### src/rtl/remote_load_return_pkg.sv
// Shared types for the remote-load return path: load_info layout, FIFO payload, routing helper.
package remote_load_return_pkg;

  localparam int data_width_lp     = 32;
  localparam int reg_addr_width_lp = 5;

  typedef struct packed {
    logic       float_wb;
    logic       icache_fetch;
    logic       is_unsigned_op;
    logic       is_byte_op;
    logic       is_hex_op;
    logic [1:0] part_sel;
  } load_info_s;

  localparam int load_info_width_lp = $bits(load_info_s);

  typedef struct packed {
    logic [data_width_lp-1:0]     data;
    logic [reg_addr_width_lp-1:0] reg_id;
    load_info_s                   load_info;
  } returned_pkt_s;

  typedef enum logic [1:0] {
    dest_int    = 2'd0,
    dest_float  = 2'd1,
    dest_icache = 2'd2
  } dest_e;

  // icache fetches take priority over the FP flag; anything else is an integer load
  function automatic dest_e route_dest(input load_info_s info);
    if (info.icache_fetch) return dest_icache;
    else if (info.float_wb) return dest_float;
    else return dest_int;
  endfunction

endpackage

### src/rtl/remote_load_return_load_data_extract.sv
// Byte/half-word extraction with sign or zero extension for returned load data.
module load_data_extract
  import remote_load_return_pkg::*;
(
  input  logic [data_width_lp-1:0]      data_i,
  input  logic [load_info_width_lp-1:0] load_info_i,
  output logic [data_width_lp-1:0]      data_o
);

  load_info_s info;
  logic [7:0]  byte_sel;
  logic [15:0] half_sel;
  logic        sext;
  logic        unused_route_bits;

  assign info              = load_info_s'(load_info_i);
  assign sext              = ~info.is_unsigned_op;
  assign unused_route_bits = info.float_wb ^ info.icache_fetch;

  always_comb begin
    byte_sel = data_i[7:0];
    case (info.part_sel)
      2'd0:    byte_sel = data_i[7:0];
      2'd1:    byte_sel = data_i[15:8];
      2'd2:    byte_sel = data_i[23:16];
      default: byte_sel = data_i[31:24];
    endcase
  end

  // half-words are always aligned, so only the upper select bit matters
  assign half_sel = info.part_sel[1] ? data_i[31:16] : data_i[15:0];

  always_comb begin
    data_o = data_i;
    if (info.is_byte_op)
      data_o = {{24{sext & byte_sel[7]}}, byte_sel};
    else if (info.is_hex_op)
      data_o = {{16{sext & half_sel[15]}}, half_sel};
  end

endmodule

### src/rtl/remote_load_return.sv
// Remote-load return path: response FIFO, per-destination routing, outstanding credit tracking.
// Optional per-destination profiling counters when REMOTE_LOAD_RETURN_PROFILE_EN is defined.
module remote_load_return
  import remote_load_return_pkg::*;
#(
  parameter int data_width_p     = 32,
  parameter int reg_addr_width_p = 5,
  parameter int els_p            = 2,
  parameter int max_out_p        = 16
) (
  input  logic                               clk_i,
  input  logic                               reset_n_i,
  input  logic                               returned_v_i,
  input  logic [data_width_p-1:0]            returned_data_i,
  input  logic [reg_addr_width_p-1:0]        returned_reg_id_i,
  input  logic [load_info_width_lp-1:0]      returned_load_info_i,
  output logic                               returned_yumi_o,
  input  logic                               issue_v_i,
  output logic                               outstanding_full_o,
  output logic [$clog2(max_out_p+1)-1:0]     outstanding_count_o,
  output logic                               int_wb_v_o,
  output logic [reg_addr_width_p-1:0]        int_wb_rd_o,
  output logic [data_width_p-1:0]            int_wb_data_o,
  input  logic                               int_wb_yumi_i,
  output logic                               float_wb_v_o,
  output logic [reg_addr_width_p-1:0]        float_wb_rd_o,
  output logic [data_width_p-1:0]            float_wb_data_o,
  input  logic                               float_wb_yumi_i,
  output logic                               icache_v_o,
  output logic [data_width_p-1:0]            icache_data_o,
  input  logic                               icache_yumi_i
`ifdef REMOTE_LOAD_RETURN_PROFILE_EN
  ,
  output logic [31:0]                        prof_int_cnt_o,
  output logic [31:0]                        prof_float_cnt_o,
  output logic [31:0]                        prof_icache_cnt_o,
  output logic [31:0]                        prof_stall_cycles_o
`endif
);

  localparam int ptr_w_lp = $clog2(els_p);
  localparam int cnt_w_lp = $clog2(els_p + 1);
  localparam int oc_w_lp  = $clog2(max_out_p + 1);

  returned_pkt_s             mem_r [els_p];
  returned_pkt_s             wr_pkt;
  returned_pkt_s             head;
  logic [ptr_w_lp-1:0]       wr_ptr_r, rd_ptr_r;
  logic [cnt_w_lp-1:0]       fifo_cnt_r;
  logic                      fifo_full, fifo_v;
  logic                      alive_r;
  logic                      enq, deq;
  dest_e                     dest;
  logic [data_width_lp-1:0]  ext_data;
  logic [oc_w_lp-1:0]        out_cnt_r;

  assign fifo_full = (fifo_cnt_r == cnt_w_lp'(els_p));
  assign fifo_v    = (fifo_cnt_r != '0);
  assign head      = mem_r[rd_ptr_r];
  assign dest      = route_dest(head.load_info);

  // alive_r keeps the handshake quiet while reset is held
  assign returned_yumi_o = returned_v_i & ~fifo_full & alive_r;
  assign enq             = returned_yumi_o;

  assign wr_pkt.data      = returned_data_i;
  assign wr_pkt.reg_id    = returned_reg_id_i;
  assign wr_pkt.load_info = load_info_s'(returned_load_info_i);

  assign icache_v_o   = fifo_v & (dest == dest_icache);
  assign float_wb_v_o = fifo_v & (dest == dest_float);
  assign int_wb_v_o   = fifo_v & (dest == dest_int);

  assign deq = (icache_v_o & icache_yumi_i)
             | (float_wb_v_o & float_wb_yumi_i)
             | (int_wb_v_o & int_wb_yumi_i);

  load_data_extract u_extract (
    .data_i      (head.data),
    .load_info_i (head.load_info),
    .data_o      (ext_data)
  );

  assign int_wb_rd_o     = int_wb_v_o   ? head.reg_id : '0;
  assign int_wb_data_o   = int_wb_v_o   ? ext_data    : '0;
  assign float_wb_rd_o   = float_wb_v_o ? head.reg_id : '0;
  assign float_wb_data_o = float_wb_v_o ? head.data   : '0;
  assign icache_data_o   = icache_v_o   ? head.data   : '0;

  always_ff @(posedge clk_i) begin
    if (enq) mem_r[wr_ptr_r] <= wr_pkt;
  end

  always_ff @(posedge clk_i or negedge reset_n_i) begin
    if (!reset_n_i) begin
      alive_r    <= 1'b0;
      wr_ptr_r   <= '0;
      rd_ptr_r   <= '0;
      fifo_cnt_r <= '0;
    end else begin
      alive_r <= 1'b1;
      if (enq) wr_ptr_r <= wr_ptr_r + ptr_w_lp'(1);
      if (deq) rd_ptr_r <= rd_ptr_r + ptr_w_lp'(1);
      if (enq && !deq)      fifo_cnt_r <= fifo_cnt_r + cnt_w_lp'(1);
      else if (deq && !enq) fifo_cnt_r <= fifo_cnt_r - cnt_w_lp'(1);
    end
  end

  assign outstanding_count_o = out_cnt_r;
  assign outstanding_full_o  = (out_cnt_r == oc_w_lp'(max_out_p));

  // issue and return in the same cycle cancel out, even at the credit limit
  always_ff @(posedge clk_i or negedge reset_n_i) begin
    if (!reset_n_i) begin
      out_cnt_r <= '0;
    end else if (issue_v_i && !deq) begin
      if (!outstanding_full_o) out_cnt_r <= out_cnt_r + oc_w_lp'(1);
    end else if (deq && !issue_v_i) begin
      if (out_cnt_r != '0) out_cnt_r <= out_cnt_r - oc_w_lp'(1);
    end
  end

`ifdef REMOTE_LOAD_RETURN_PROFILE_EN
  always_ff @(posedge clk_i or negedge reset_n_i) begin
    if (!reset_n_i) begin
      prof_int_cnt_o      <= '0;
      prof_float_cnt_o    <= '0;
      prof_icache_cnt_o   <= '0;
      prof_stall_cycles_o <= '0;
    end else begin
      if (int_wb_v_o && int_wb_yumi_i)     prof_int_cnt_o    <= prof_int_cnt_o + 32'd1;
      if (float_wb_v_o && float_wb_yumi_i) prof_float_cnt_o  <= prof_float_cnt_o + 32'd1;
      if (icache_v_o && icache_yumi_i)     prof_icache_cnt_o <= prof_icache_cnt_o + 32'd1;
      if (fifo_v && !deq)                  prof_stall_cycles_o <= prof_stall_cycles_o + 32'd1;
    end
  end
`endif

  always @(posedge clk_i) begin
    if (reset_n_i) begin
      assert (!(issue_v_i && outstanding_full_o && !deq))
        else $error("remote load issued with no outstanding credit left");
      assert (!(deq && !issue_v_i && out_cnt_r == '0))
        else $error("unsolicited remote load response dequeued");
      assert (!(fifo_v && ((icache_yumi_i && !icache_v_o) || (float_wb_yumi_i && !float_wb_v_o)
                           || (int_wb_yumi_i && !int_wb_v_o))))
        else $error("yumi asserted on a port not selected by the head response");
    end
  end

endmodule

### config.mk
export PLATFORM = sky130hd
export DESIGN_NAME = remote_load_return
export DESIGN_NICKNAME = d
export VERILOG_FILES = /design/src/rtl/remote_load_return_pkg.sv /design/src/rtl/remote_load_return_load_data_extract.sv /design/src/rtl/remote_load_return.sv
export SDC_FILE = /design/constraint.sdc
export NUM_CORES = 1
export LEC_CHECK = 0
export CORE_MARGIN = 5
export CORE_UTILIZATION = 45
export DETAILED_ROUTE_END_ITERATION = 7
export PLACE_DENSITY = 0.78
export SETUP_SLACK_MARGIN = 0.4
export SLEW_MARGIN = 20
export SYNTH_ARGS = -nofsm -noshare
export SYNTH_HDL_FRONTEND = slang
export SYNTH_HIERARCHICAL = 1
export SYNTH_SLANG_ARGS = --single-unit
### constraint.sdc
create_clock -name clk_i -period 4.15 [get_ports clk_i]
set_input_delay 0.415 -clock clk_i [delete_from_list [all_inputs] [get_ports clk_i]]
set_output_delay 0.415 -clock clk_i [all_outputs]
set_load 0.005 [all_outputs]
---- Word level (Yosys, flattened, before mapping) ----
Memory sizes are Yosys's and may differ from the RTL's.
Cells that the tools add are included.
word-level totals
  register bits after elaboration ......... 10
  bits in latches ......................... 0
  RAM bits ................................ 88
  bits in read-only memories .............. 0
  input port bits ......................... 51
  output and inout port bits .............. 116
  word-level logic and storage cells ...... 67
  memories ................................ 1
operators by class
  add/subtract/negate cells ............... 6
  multipliers ............................. 0
  div/mod/pow operators ................... 0
  magnitude comparators ................... 0
  equal/unequal tests ..................... 7
  shift operators ......................... 0
  muxes and demuxes ....................... 19
  bitwise gates (word level) .............. 14
  reduce and logical (&&, ||, !) cells .... 15
memory list
  memory  words  width  rd ports  clocked after memory_dff  wr ports  line                      RTL
  mem_r   2      44     1         0                         1         remote_load_return.sv:45  returned_pkt_s mem_r [els_p];
operator list
  cell                                                                    count
  32-bit 2-to-1 mux                                                       5
  5-bit 2-to-1 mux                                                        6
  8-bit one-hot mux with 3 select lines                                   1
  16-bit 2-to-1 mux                                                       1
  1-bit bitwise AND                                                       10
  2-bit nonzero test                                                      4
  2-bit equality test (second input constant)                             3
  2-bit 2-to-1 mux                                                        3
  5-bit by 1-bit adder with 5-bit output (second input constant)          1
  5-bit equality test (second input constant)                             1
  5-bit nonzero test                                                      1
  5-bit by 1-bit subtractor with 5-bit output (second input constant)     1
  2-bit by 1-bit equality test with 1-bit output (second input constant)  2
  1-bit logical AND                                                       4
  2-bit zero test                                                         2
  1-bit zero test                                                         3
  1-bit 2-to-1 mux                                                        3
  3-bit AND reduction                                                     1
  1-bit adder (second input constant)                                     2
  2-bit by 1-bit adder with 2-bit output (second input constant)          1
  2-bit != test (second input constant)                                   1
  1-bit NOT                                                               2
  1-bit OR                                                                2
  2-bit by 1-bit subtractor with 2-bit output (second input constant)     1

---- Longest topological paths before layout ----
Gate-level depths: netlist (run 1).
An unclocked memory read counts as a cell.
  depth after elaboration ................. 12
  mapped depth ............................ 12
  mapped depth without buffers ............ 11

---- Modules after synthesis ----
The synthesis (run 1) kept the hierarchy.
modules (own cells, without submodules)
  module              times used  cells each  area an instance (µm²)  seq. area each (µm²)
  remote_load_return  1           356         4,564.4                 2,892.8
  load_data_extract   1           113         788.3                   0.0

---- Least setup slack after synthesis (run 1) ----
Ideal clock, no wire load.
  path kind ............................... reg-to-reg
  start ................................... register fifo_cnt_r[0]
  end ..................................... memory mem_r[0][0] (netlist name) (enable)
  library setup time ...................... 0.446 ns
  data arrival time ....................... 2.554 ns
  path slack .............................. 1.150 ns
  stages on the path, launching flop included .. 4
  buffers on the path ..................... 1
  period minus slack after synthesis ...... 3.000 ns
  cell sequence ........................... dfrtp_1 > clkbuf_1 > o211ai_1 > nor2_1
between the ends
  word-level cells in the longest chain between the ends .. 6
RTL lines
  what                                    line                       RTL
  start, declared                         remote_load_return.sv:49   logic [cnt_w_lp-1:0] fifo_cnt_r;
  start signal, assigned                  remote_load_return.sv:104  if (enq && !deq) fifo_cnt_r <= fifo_cnt_r + cnt_w_lp'(1);
  start signal, assigned                  remote_load_return.sv:105  else if (deq && !enq) fifo_cnt_r <= fifo_cnt_r - cnt_w_lp'(1);
  2-bit equality test                     remote_load_return.sv:57   assign fifo_full = (fifo_cnt_r == cnt_w_lp'(els_p));
  1-bit NOT                               remote_load_return.sv:63   assign returned_yumi_o = returned_v_i & ~fifo_full & alive_r;
  1-bit bitwise AND (2 in series)         remote_load_return.sv:63
  1-bit 2-to-1 mux                        remote_load_return.sv:91   if (enq) mem_r[wr_ptr_r] <= wr_pkt;
  1-bit 2-to-1 mux (not written as such)  remote_load_return.sv:91
  end, declared                           remote_load_return.sv:45
No other way between the ends.

==> results of run 1 <==
## power by group through the flow
stage | Combinational [W] | Sequential [W] | Clock, W
after detailed placement | 0.00266 | 0.00140 | 0
after floorplan | 0.00161 | 0.00133 | 0
after global routing | 0.00288 | 0.00140 | 0.000911
after CTS | 0.00267 | 0.00138 | 0.000864
after global placement | 0.00260 | 0.00139 | 0
final | 0.00265 | 0.00138 | 0.000842
## synth_stat cells, types with 2 or more instances
cell | instances | share of area
a211oi_1 | 9 | 0.013
a21oi_1 | 4 | 0.0037
a221oi_1 | 7 | 0.011
and2_1 | 4 | 0.0047
and3_1 | 40 | 0.047
buf_1 | 2 | 0.0014
buf_2 | 10 | 0.0094
buf_4 | 3 | 0.0042
buf_6 | 6 | 0.013
clkbuf_1 | 9 | 0.0063
dfrtp_1 | 10 | 0.047
edfxtp_1 | 88 | 0.49
ha_1 | 5 | 0.012
inv_1 | 41 | 0.029
mux2_2 | 7 | 0.015
mux2_4 | 2 | 0.0056
mux2i_1 | 60 | 0.11
nand2_1 | 22 | 0.015
nand2_2 | 2 | 0.0023
nand3_1 | 17 | 0.016
nor2_1 | 62 | 0.043
nor2_2 | 10 | 0.012
nor2_4 | 9 | 0.019
nor2b_1 | 3 | 0.0035
o21ai_0 | 8 | 0.0075
xnor2_1 | 7 | 0.011
xor2_1 | 3 | 0.0049
## state kept, by name, indices dropped and copies added, names as in the netlist
| name | cells |
|---|---|
| rd_ptr_r | 1 |
| wr_ptr_r | 1 |
| mem_r | 88 |
| outstanding_count_o | 5 |
| fifo_cnt_r | 2 |
| alive_r | 1 |
## through the flow
step                worst slack [ps]  hold WS (ps)   util
detailed placement               663           555  0.614
CTS                              441           398  0.641
global placement                 740           527  0.614
global route                     424           417  0.642
floorplan                       1150           119      -
finish                           552           400  0.642
## layer usage
| metal | wire, um | share of wire |
|---|---|---|
| met5 | 0 | 0 |
| met4 | 201 | 0.014 |
| met3 | 1030 | 0.072 |
| met2 | 7210 | 0.51 |
| met1 | 5790 | 0.41 |
## path summary, 6_finish.rpt
kind,end,start,depth (start not counted),slack [ps]
max,int_wb_data_o[15],rd_ptr_r,6,550
min,outstanding_count_o[3],reset_n_i,1,400
max reg2reg,outstanding_count_o[4],rd_ptr_r,11,990
min reg2reg,outstanding_count_o[4],outstanding_count_o[4],1,560
max in group asynchronous,rd_ptr_r,reset_n_i,1,3380
min in group clk_i,outstanding_count_o[4],outstanding_count_o[4],1,560
## cell families after synthesis
family          after synthesis  share of synthesized area
xor+xnor                     10                     0.0164
compound gates               37                     0.0540
flops                        98                      0.540
buf+inv                      72                     0.0636
other cells                   1                   0.000701
mux                          70                      0.137
fa+ha+maj                     6                     0.0154
simple gates                175                      0.173
## layout make-up
class	instances	area [sq um]
clock buffer	10	229
clock inverter	6	73.8
fill	920	4120
inverter	41	154
multi-input combinational	299	2150
sequential	98	2900
tap	143	179
timing repair buffer	172	1710
## timing repair
item	4_1_cts	5_1_grt
setup endpoints to repair	5	25
gates resized for setup	1	4
buffers inserted	0	0
==> qor.txt, run 1 <==
Critical path startpoint category: flop
Die Footprint: 14200 sq um
Delay-heaviest family, CP: simple AND/OR/NAND/NOR gates
Crit path buffers/inverters: 1
CP max FO: 22
Max-slew violations: 0
Count of cell types in the netlist: 46
Diode count: 0
Final wirelength: 14200 um
Final instance area: 7390 sq um
Status: finished, final reports clean
Worst EP arrival: 3180 ps
Die H: 119 um
Sequential fraction of the synthesis area: 0.540
Pwr dens: 659 nW/um^2
Hold-fix buffers, CTS: 0
Clk sinks: 98
Yosys reg bits: 98
Non-Filler Instances: 769
Total number of vias: 4043
Skew final: 5.85 ps
Drt drc: 0
Die W: 119 um
Number of CTS-inserted buffers: 9
Core area: 11500 sq um
Commonest non-fill, non-tap cell in the layout: clkdlybuf4s50_1
Met1 Resource Use GR: 0.246
Cells along the critical path: mux2_2 -> nor3b_1 -> a22oi_2 -> o21ai_0 -> and3_1 -> clkdlybuf4s50_1
HP Class: input port to asynchronous set/reset pin
Clk_lat worst skew: 340 ps
Crit path time final: 3600 ps
First-pass GRT wire length: 22000 um
Clk slew on worst S/H paths: 70 ps
IO Count: 167
Synth async-reset ratio: 0.102
Number of port buffers: 166
Cell Int Power: 0.00303 W
DR vias/cell: 5.26
CTS tree: built
Syn Nets: 526
Post-DP HPWL: 10600 um
Clock share of power: 0.173
Syn avg cell area: 11.4 sq um
Max-cap violations: 0
Slowest library cell on the worst path: dfrtp_4
CP required: 3730 ps
Slew @ Worst Pin: 1010 ps
Htree depth: 3
Slew HR: 0.324
Mapped Cells: 469
Max clock buf depth: 2
Cell count after placement: 753
Crit end category: output port
Sw frac: 0.378
Wire per inst: 18.5 um
Final hold violation count: 0
Yosys warns: 6
Gate power share: 0.544
Placed Area: 7070 sq um
Leakage power total: 3.05 nW
Root Buffer Master: clkbuf_16
Met2 Resource Use GR: 0.328
Design Power: 0.00487 W
Std-Cell Rows: 39
GR Overflow Total: 0
EDFF count, synth: 88
Unrepaired setup endpoints after global routing: no
Nets: 678
Final setup viols: 0
Fin crit share: 0.867
Initial DRC Count: 205
Routed Antenna Nets: 0
Mapped Area: 5350 sq um
VDD IR max: 0.369 mV
Syn-to-layout area delta: 38.1%
Gr busiest metal: met2
Sequential share of power: 0.283
Initial antenna violation count: 0
WS Path Type: flop to output port
Worst path max stage delay: 620 ps
Max Clk Rate: 278 MHz
Global-route usage over all layers: 0.197
Setup tns final: 0 ps
Starting Density: 0.465
Pre-antenna DRT Iters: 4
Pin count of the biggest net entering global routing: 45
Ys flop type: edfxtp_1
Share of cells above drive strength 1: 0.0990
Vias in the first global route: 4057
Most frequent cells in the layout: clkdlybuf4s50_1 (166), edfxtp_1 (88), nor2_1 (61)
RePlAce Congestion: 0.832
M3 GR Usage: 0.0616
Sw Pwr: 0.00184 W
Note: power is estimated with default switching activity, not from simulation.
==> run 2, diff against run 1 <==
- CTS_BUF_LIST: default -> sky130_fd_sc_hd__clkbuf_16
- clock period: 4.15 -> 3.72 ns (I/O delays scaled with it)
==> run 2 against run 1 <==
Count of clock-buffer cells in the layout shrank 1. Clock power is 4.5% lower. Critical endpoint is now int_wb_data_o[31]. Critical path type unchanged. Power rose by 16%.
==> qor.txt, run 2 (synthesis results as in run 1) <==
Total number of vias: 4265 (+5.5%)
Most frequent cells in the layout: clkdlybuf4s50_1 (166), edfxtp_1 (88), nor2_1 (61)
Cells along the critical path: buf_4 -> mux2i_4 -> inv_1 -> mux2_2 -> a32oi_4 -> buf_12 -> nand3_1 -> and3_1 -> clkdlybuf4s50_1
Delay-heaviest family, CP: buffers and inverters
Crit path buffers/inverters: 4 (+3)
Drt drc: 0 (unchanged)
DR vias/cell: 5.41 (+2.8%)
Leakage power total: 3.17 nW (+4.0%)
HP Class: input port to asynchronous set/reset pin
Max FFs per register: 88 (unchanged)
Initial antenna violation count: 0 (unchanged)
Die Footprint: 14200 sq um (unchanged)
WS Path Type: flop to output port
Number of CTS-inserted buffers: 9 (unchanged)
Post-DP HPWL: 10700 um (+1.1%)
Slew HR: 0.488 (+0.164)
Setup tns final: 0 ps (unchanged)
Global-route usage over all layers: 0.208 (+0.0105)
Pre-antenna DRT Iters: 5 (+1)
Final setup viols: 0 (unchanged)
Vias in the first global route: 4276 (+5.4%)
Pin count of the biggest net entering global routing: 45 (unchanged)
First-pass GRT wire length: 23200 um (+5.3%)
Final core occ: 0.662 (+0.0201)
Sw Pwr: 0.00215 W (+17%)
Max clock buf depth: 2 (unchanged)
VDD IR max: 0.471 mV (+27%)
Initial DRC Count: 325 (+59%)
Crit end category: output port
Max-slew violations: 0 (unchanged)
Max Clk Rate: 307 MHz
CP max FO: 16 (-27%)
Sw frac: 0.381 (+0.00341)
Sequential share of power: 0.269 (-0.014)
Number of port buffers: 166 (unchanged)
Pwr dens: 739 nW/um^2 (+12%)
Std-Cell Rows: 39 (unchanged)
Slowest library cell on the worst path: dfrtp_4
Routed Antenna Nets: 0 (unchanged)
Root Buffer Master: clkbuf_16
Die H: 119 um (unchanged)
GR Overflow Total: 0 (unchanged)
Cell Int Power: 0.00349 W (+15%)
Commonest non-fill, non-tap cell in the layout: clkdlybuf4s50_1
Final wirelength: 15300 um (+7.5%)
Clk_lat worst skew: 330 ps (about the same)
Clk sinks: 98 (unchanged)
Slew @ Worst Pin: 764 ps (-245 ps)
Starting Density: 0.465 (unchanged)
Share of cells above drive strength 1: 0.142 (+0.0434)
Final hold violation count: 0 (unchanged)
Max-cap violations: 0 (unchanged)
Syn-to-layout area delta: 42.4%
IO Count: 167 (unchanged)
Critical path startpoint category: flop
Wire per inst: 19.4 um (+4.8%)
Skew final: 4.91 ps (-0.943 ps)
Largest Register: mem_r
Fin crit share: 0.875
Htree depth: 3 (unchanged)
Worst path max stage delay: 490 ps (-130 ps)
Unrepaired setup endpoints after global routing: yes
CP required: 3350 ps (-380 ps)
Status: finished, final reports clean
Crit path time final: 3250 ps
Worst EP arrival: 2880 ps (-300 ps)
CTS tree: built
RePlAce Congestion: 0.863 (+3.7%)
Clock share of power: 0.143 (-0.030)
Core area: 11500 sq um (unchanged)
Die W: 119 um (unchanged)
Diode count: 0 (unchanged)
Gate power share: 0.589 (+0.045)
Nets: 701 (+3.4%)
Clk slew on worst S/H paths: 60 ps (about the same)
run 2: layout make-up:
cell class	instances	area (sq um)
fillers	880	3890
flip-flops and latches	98	2900
multi-input cells	301	2240
repair buffers	193	1910
clock buffers	9	225
well taps	143	179
inverters	41	154
clock inverters	4	22.5
run 2: timing repair:
item / CTS / global route
pin swaps: 3 / 2
hold buffers: 0 / 0
setup buffers: 7 / 9
gates resized for setup: 6 / 18
gates cloned: 1 / 1
setup endpoints to repair: 62 / 62
run 2: final timing paths:
| path | to | cells after the start | slack (ps) | start |
|---|---|---|---|---|
| worst max-delay path | int_wb_data_o[31] | 9 | 470 | rd_ptr_r |
| worst min-delay path | outstanding_count_o[0] | 1 | 360 | reset_n_i |
| worst max register to register | outstanding_count_o[4] | 13 | 570 | rd_ptr_r |
| worst min register to register | wr_ptr_r | 1 | 550 | wr_ptr_r |
| max in group asynchronous | rd_ptr_r | 1 | 2990 | reset_n_i |
| min in group clk_i | wr_ptr_r | 1 | 550 | wr_ptr_r |
run 2: layer usage:
metal	GRT usage	wire length [um]
met1	0.244	5770
met2	0.361	7740
met3	0.0701	1450
met4	0.0623	344
met5	0	0
run 2: stage by stage:
step	cells	hold WS, ps	total power [W]	setup slack (ps)	instance area [sq um]
after floorplan	469	76.4	0.00329	720	5350
after global placement	758	527	0.00450	505	7120
after detailed placement	758	541	0.00457	436	7120
after CTS	779	374	0.00551	409	7480
after global routing	789	398	0.00598	350	7620
final	789	363	0.00564	465	7620
run 2: power groups by stage:
stage          clock network, W  logic (W)  registers [W]
4_1_cts                0.000822    0.00317        0.00152
5_1_grt                0.000873    0.00357        0.00153
3_5_place_dp                  0    0.00302        0.00156
3_3_place_gp                  0    0.00295        0.00155
6_report               0.000804    0.00332        0.00152
2_1_floorplan                 0    0.00180        0.00149
